`src/rtl/bus_arb_mux.sv`:
```
// bus_arb_mux: arbitrated NUM_SRC:1 bus mux feeding a registered valid/ready output slice
module bus_arb_mux #(
  parameter int WIDTH = 32,
  parameter int NUM_SRC = 4,
  parameter int ARB_MODE = 0,
  localparam int SRC_W = $clog2(NUM_SRC)
) (
  input  logic                     clk,
  input  logic                     clr_n,
  input  logic [NUM_SRC-1:0]       req,
  input  logic [NUM_SRC*WIDTH-1:0] data_in,
  output logic [NUM_SRC-1:0]       grant,
  output logic                     out_valid,
  input  logic                     out_ready,
  output logic [WIDTH-1:0]         out_data,
  output logic [SRC_W-1:0]         out_src
);
  localparam logic [SRC_W-1:0] LAST = SRC_W'(NUM_SRC - 1);
  logic [SRC_W-1:0] rr_ptr, base, win;
  logic load;
  assign base = (ARB_MODE != 0) ? '0 : rr_ptr;
  assign load = clr_n & (|req) & (~out_valid | out_ready);
  assign grant = load ? (NUM_SRC'(1) << win) : '0;
  // descending scan so the first requester at or after base is the last one written
  always_comb begin
    win = '0;
    for (int k = NUM_SRC - 1; k >= 0; k--)
      if (req[(int'(base) + k) % NUM_SRC]) win = SRC_W'((int'(base) + k) % NUM_SRC);
  end
  always_ff @(posedge clk) begin
    if (!clr_n) begin
      out_valid <= 1'b0;
      out_data <= '0;
      out_src <= '0;
      rr_ptr <= '0;
    end else if (load) begin
      out_valid <= 1'b1;
      out_data <= data_in[int'(win)*WIDTH +: WIDTH];
      out_src <= win;
      if (ARB_MODE == 0) rr_ptr <= (win == LAST) ? '0 : win + 1'b1;
    end else if (out_ready) begin
      out_valid <= 1'b0;
    end
  end
endmodule

```
`config.mk`:
```
export PLATFORM = sky130hd
export DESIGN_NAME = bus_arb_mux
export DESIGN_NICKNAME = d
export VERILOG_FILES = /design/src/rtl/bus_arb_mux.sv
export SDC_FILE = /design/constraint.sdc
export NUM_CORES = 1
export LEC_CHECK = 0
export CORE_UTILIZATION = 37
export DETAILED_ROUTE_END_ITERATION = 12
export PLACE_DENSITY = 0.88
export SLEW_MARGIN = 20
export SYNTH_ARGS = -nofsm -noshare
export SYNTH_HDL_FRONTEND = slang
export SYNTH_SLANG_ARGS = --single-unit
```
`constraint.sdc`:
```
create_clock -name clk -period 5.8 [get_ports clk]
set_clock_uncertainty 0.2 [all_clocks]
set_input_delay 1.16 -clock clk [delete_from_list [all_inputs] [get_ports clk]]
set_output_delay 1.16 -clock clk [all_outputs]
set_load 0.01 [all_outputs]
```
==> key figures, run 1 <==
Critical path
  • R2R setup slack: 3.10 ns
  • Critical path fanouts, max: 27
  • Setup CP Type: in -> out
  • Crit Reg-Reg Startpoint: base[0]
  • CP startpoint kind: input pin
  • Reg2reg end: out_data[16]
  • Worst Setup End Kind: output pin
  • WP data arrival: 3.33 ns
  • Critical Path RT: 4.44 ns
  • Worst Reg-to-Reg Cells: 6

Power and ir drop
  • Worst VDD drop: 142 µV
  • Pint: 702 µW
  • Sequential Power Share: 32.4%
  • Pwr dens: 241 nW/µm²
  • P_leak: 0.00156 µW
  • Combinational Power Share: 40.7%
  • Sw Share: 28.5%
  • Clock Power Share: 26.9%
  • Switch Pwr: 279 µW
  • Total power: 981 µW

GRT
  • Global-route wire length before repair: 10,500 µm
  • GR Util All Layers: 21.5%
  • Initial antenna violation count: 0
  • Vias in the first global route: 2,294
  • Global route overflow: 0
  • Pin count of the biggest net entering global routing: 45

Floorplanning
  • Boundary pin count: 174
  • Starting Density: 38.2%
  • Die H: 80.2 µm
  • Die W: 80.2 µm
  • CORE AREA: 5920 µm²
  • Core Rows: 28
  • Die area: 6420 µm²

Routing
  • DR vias/cell: 5.12
  • Remaining DRCs: 0
  • Post-route ant nets: 0
  • WL final: 7070 µm
  • DRT Pass-1 Iters: 6
  • WL per Instance: 15.3 µm
  • 1st-iter DRT viols: 83
  • Via count: 2,361

Logic synthesis
  • Post-Syn Instances: 219
  • Yosys reg bits: 37
  • Total number of yosys warnings: 0
  • Syn nets: 354
  • Post-synth cell types: 26
  • Fraction of registers with async set or reset after synthesis: 0%
  • Synth Flop Type: dfxtp_1
  • Sequential-to-total area share from yosys stat: 32.8%
  • Mapped Area: 2260 µm²
  • Avg Cell Area, Syn: 10.3 µm²
  • Number of enable flip-flop cells after synthesis: 0

Worst hold path
  • Hold Path Depth: 2
  • Hold path endpoint: out_data[16]
  • Hold Crit Class: reg -> reg
  • Min-delay src: out_data[16]

Clock network
  • Skew-Pair Late Insertion Delay: 0.28 ns
  • Clk sink count: 37
  • Cts hold-fix bufs: 0
  • Clock slew at reported path FFs: 0.07 ns
  • Clock H-tree levels: 2
  • Post-CTS setup buffers: 0
  • Clock Tree Buf Depth: 2
  • CTS buffer count: 5
  • Post-CTS sizing: 0
  • Root Driver: clkbuf_8
  • CTS tree: yes

Timing
  • Hold slack: 0.264 ns
  • Minimum clock period: 4.69 ns
  • F_max: 213 MHz
  • Worst Tran Pin Value: 0.709 ns
  • RSZ-0062 raised after global routing: no
  • Max-slew violations: 0
  • Max_slew headroom: 52.7%
  • Setup Viol. Count Final: 0
  • Sum Neg Setup Slack: 0 ns
  • Final Hold Viols: 0
  • Tcrit/Tclk final: 80.8%

Place
  • Port Buffer Count: 173
  • Placer Congestion: 0.730
  • Detail Placement HPWL: 5420 µm

Cells and area
  • Most frequent cells in the layout: clkdlybuf4s50_1, mux2i_1, dfxtp_1
  • Most common cell after layout, fill and taps aside: clkdlybuf4s50_1
  • Fill cell count: 461
  • Area of the multi-input gates: 1320 µm²
  • Syn-to-layout area delta: 80.0%
  • Post-Route Utilization: 68.7%
  • Register area: 741 µm²
  • # diodes: 0
  • Share of cells above drive strength 1: 6.99%
  • Nets@finish: 520

Run
  • Maximum Capacitance Violations: 0

Status
  • Status: finished clean
power groups by stage:
stage	clock network, µW	registers (µW)	logic [µW]
after floorplan	0	339	214
after global routing	279	323	426
final	264	318	399
after global placement	0	321	394
after CTS	270	318	403
after detailed placement	0	323	402
state kept, by name, summed over array words and instances, names as in the netlist:
register	flops
base	2
out_data	32
out_src	2
out_valid	1
synthesized netlist by cell type, types with 2 or more instances:
library cell,count,area (µm²)
mux2i_1,66,661
nor2_1,6,22.5
dfxtp_1,37,741
clkbuf_1,5,18.8
nand2_1,34,128
o221ai_1,24,210
nor2b_1,5,31.3
o21ai_0,2,10.0
o221ai_2,9,135
inv_1,3,11.3
a21oi_1,3,15.0
buf_12,6,120
buf_2,6,30.0
layout make-up:
class,count,area share [%]
clock buffers,5,1.69
clock inverters,3,1.60
flip-flops and latches,37,18.2
multi-input cells,160,32.5
well taps,75,2.31
repair buffers,177,43.3
inverters,4,0.369
per-stage QoR:
stage / worst slack, ns / area [µm²] / cells
floorplan: 2.12 / 2260 / 219
global placement: 1.17 / 3930 / 453
detailed placement: 1.11 / 3930 / 453
CTS: 1.10 / 4070 / 461
global route: 0.976 / 4070 / 461
finish: 1.11 / 4070 / 461
cell families after synthesis:
logic type | count (synthesis) | synth area share, %
and+or+nand+nor | 51 | 10.7
DFF | 37 | 32.8
xor gates and xnor gates | 1 | 0.388
AOI/OAI and AO/OA | 42 | 18.1
muxes | 66 | 29.2
buffers and inverters | 22 | 8.80
critical path: stages:
cell	delay, ns
clkdlybuf4s50_1	0.58
nor2_1	0.08
or4_4	0.55
nand2_8	0.24
inv_2	0.06
nor2_1	0.10
clkdlybuf4s50_1	0.54
per-layer routing:
metal  vias to the layer above  track usage [%]  wire length [µm]
met5                         -                0                 0
li1                       1153                -                 -
met2                       110             42.1              3800
met3                         6             6.59               648
met1                      1092             21.8              2570
met4                         0             5.71                49
worst max-delay path by stage:
| stage | startpoint | endpoint | cells past startpoint |
|---|---|---|---|
| 2_1_floorplan | req[0] | grant[2] | 7 |
| 3_3_place_gp | req[1] | grant[1] | 7 |
| 3_5_place_dp | req[1] | grant[1] | 7 |
| 4_1_cts | req[1] | grant[1] | 7 |
| 5_1_grt | req[1] | grant[1] | 7 |
| 6_report | req[1] | grant[1] | 7 |
Note: power is estimated with default switching activity, not from simulation.
==> run 2: changes to the inputs <==
- CORE_UTILIZATION: 37 -> 34
- PLACE_DENSITY: 0.88 -> 0.81
- clock period: 5.8 -> 4.6 ns (I/O delays scaled with it)
==> run 2 against run 1 <==
  * Via count grew 0.64%
  * Wire length rose by 0.42%
  * Cell count up 0.65%
  * Clock power down 6%
  * Count of clock-buffer cells in the layout rose by 2
  * Cell area shrank 0.55%
  * First-iteration DRC count increased by 14%
  * Critical path depth is the same
  * Non-clock buffer count rose by 1
  * Worst hold slack lost 0.0021 ns
  * Setup slack got worse by 0.53 ns
==> key figures, run 2 (synthesized netlist as in run 1, its figures left out) <==
Critical path
  • Crit path to: grant[1]
  • CP startpoint kind: input pin
  • Setup CP Type: in -> out
  • Critical Path RT: 3.48 ns (-0.96 ns)
  • WP data arrival: 2.90 ns (-0.43 ns)
  • Crit Reg-Reg Startpoint: base[0]
  • Worst Reg-to-Reg Cells: 7 (+1)
  • Reg2reg end: out_data[1]
  • Critical path fanouts, max: 4 (-85%)
  • R2R setup slack: 1.69 ns (-1.41 ns)
  • Crit path from: req[0]
  • Worst Setup End Kind: output pin

GRT
  • Global-route wire length before repair: 11,400 µm (+8.0%)
  • Pin count of the biggest net entering global routing: 40 (-11%)
  • Global route overflow: 0 (unchanged)
  • Initial antenna violation count: 0 (unchanged)
  • Vias in the first global route: 2,402 (+4.7%)
  • GR Util All Layers: 20.2% (-1.3 points)

Timing
  • RSZ-0062 raised after global routing: no
  • Worst Tran Pin Value: 0.638 ns (-0.0705 ns)
  • Max-slew violations: 0 (unchanged)
  • Final worst setup slack: 0.584 ns (-0.530 ns)
  • Sum Neg Setup Slack: 0 ns (unchanged)
  • Minimum clock period: 4.02 ns
  • Max_slew headroom: 57.4% (+4.7 points)
  • Final Hold Viols: 0 (unchanged)
  • Setup Viol. Count Final: 0 (unchanged)
  • Hold slack: 0.262 ns (-0.00214 ns)
  • F_max: 249 MHz
  • Tcrit/Tclk final: 87.3%

Floorplanning
  • Die W: 83.5 µm (+4.2%)
  • CORE AREA: 6390 µm² (+7.9%)
  • Die area: 6980 µm² (+8.6%)
  • Boundary pin count: 174 (unchanged)
  • Starting Density: 35.4% (-2.8 points)
  • Core Rows: 29 (+3.6%)
  • Die H: 83.5 µm (+4.2%)

Power and ir drop
  • Sequential Power Share: 34.8% (+2.4 points)
  • Switch Pwr: 344 µW (+23%)
  • Combinational Power Share: 43.8% (+3.1 points)
  • Clock Power Share: 21.5% (-5.4 points)
  • Sw Share: 29.9% (+1.5 points)
  • Pint: 806 µW (+15%)
  • P_leak: 0.00155 µW (-0.57%)
  • Worst VDD drop: 148 µV (+3.8%)
  • Pwr dens: 284 nW/µm² (+18%)

Routing
  • DRT Pass-1 Iters: 6 (unchanged)
  • 1st-iter DRT viols: 95 (+14%)
  • DRT met1 WL: 2800 µm (+8.8%)
  • Remaining DRCs: 0 (unchanged)
  • Post-route ant nets: 0 (unchanged)
  • Met3 wire length: 574 µm (-11%)
  • WL per Instance: 15.3 µm (-0.22%)
  • Via count: 2,376 (+0.64%)
  • DR vias/cell: 5.12 (about the same)
  • Top routing layer used: met4
  • WL final: 7100 µm (+0.42%)
  • WL met2: 3680 µm (-3.2%)

Clock network
  • CTS buffer count: 5 (unchanged)
  • Clock Tree Buf Depth: 2 (unchanged)
  • Clk sink count: 37 (unchanged)
  • Post-CTS sizing: 0 (unchanged)
  • CTS tree: yes
  • Root Driver: clkbuf_8
  • Post-CTS setup buffers: 0 (unchanged)
  • Cts hold-fix bufs: 0 (unchanged)
  • Clock H-tree levels: 2 (unchanged)
  • Clock slew at reported path FFs: 0.07 ns (about the same)
  • Skew-Pair Late Insertion Delay: 0.27 ns (about the same)

Cells and area
  • Fill cell count: 577 (+25%)
  • Most frequent cells in the layout: clkdlybuf4s50_1, mux2i_1, dfxtp_1
  • Finished Cell Area: 4050 µm² (-0.55%)
  • Syn-to-layout area delta: 79.0%
  • # diodes: 0 (unchanged)
  • Largest Register: out_data
  • Max reg flops: 32 (unchanged)
  • Nets@finish: 521 (+0.19%)
  • Most common cell after layout, fill and taps aside: clkdlybuf4s50_1
  • Share of cells above drive strength 1: 7.24% (+0.24 points)
  • Post-Layout Cell Count: 464 (+0.65%)

Place
  • Port Buffer Count: 173 (unchanged)
  • Dpl cells: 456 (+0.66%)
  • Placer Congestion: 0.782 (+7.2%)
  • Cell Area, Placed: 3940 µm² (+0.25%)
  • Post-Place Worst Slack: 0.542 ns (-0.564 ns)
  • Detail Placement HPWL: 5350 µm (-1.3%)

Worst hold path
  • Hold Crit Class: reg -> reg

Status
  • Status: finished clean

Run
  • Maximum Capacitance Violations: 0 (unchanged)
run 2: final cells by class:
type,count,area [µm²],area share [%]
multi-input cells,160,1320,32.7
clock inverters,1,5.00,0.124
inverters,4,15.0,0.371
well taps,77,96.3,2.38
clock buffers,7,96.3,2.38
repair buffers,178,1770,43.7
flip-flops and latches,37,741,18.3
run 2: worst max-delay path, stage by stage:
cell	delay, ns
clkdlybuf4s50_1	0.53
nor2b_1	0.21
nor2_1	0.06
o22ai_1	0.30
nand3_1	0.20
nor2_1	0.12
clkdlybuf4s50_1	0.55
run 2: how the worst min path moves through the flow:
| stage | startpoint | cells past startpoint | slack [ns] | to |
|---|---|---|---|---|
| 2_1_floorplan | out_data[17] | 2 | 0.30 | out_data[17] |
| 3_3_place_gp | out_data[24] | 2 | 0.24 | out_data[24] |
| 3_5_place_dp | out_data[6] | 2 | 0.25 | out_data[6] |
| 4_1_cts | out_data[6] | 2 | 0.27 | out_data[6] |
| 5_1_grt | out_data[1] | 2 | 0.28 | out_data[1] |
| 6_report | out_data[31] | 2 | 0.26 | out_data[31] |
run 2: through the flow:
stage | total power, µW | util, %
6_report | 1150 | 63.3
5_1_grt | 1220 | 63.3
4_1_cts | 1160 | 63.3
3_5_place_dp | 914 | 61.8
3_3_place_gp | 905 | 61.8
2_1_floorplan | 698 | -
run 2: layer usage:
metal | global-route usage, % | vias to the layer above
met5 | 0 | -
met4 | 4.01 | 0
met3 | 7.22 | 4
met2 | 38.2 | 99
met1 | 21.5 | 1120
li1 | - | 1153
run 2: power groups by stage:
stage	registers [µW]	clock network, µW	logic [µW]
after floorplan	428	0	270
after global placement	404	0	501
after detailed placement	407	0	507
after CTS	400	256	509
after global routing	406	272	540
final	400	247	504
==> run 3: changes to the inputs <==
- CTS_CLUSTER_DIAMETER: unset -> 150
- CTS_CLUSTER_SIZE: unset -> 28
==> results of run 3 <==
No change in the layout: final DEF, timing and power equal those of run 2.
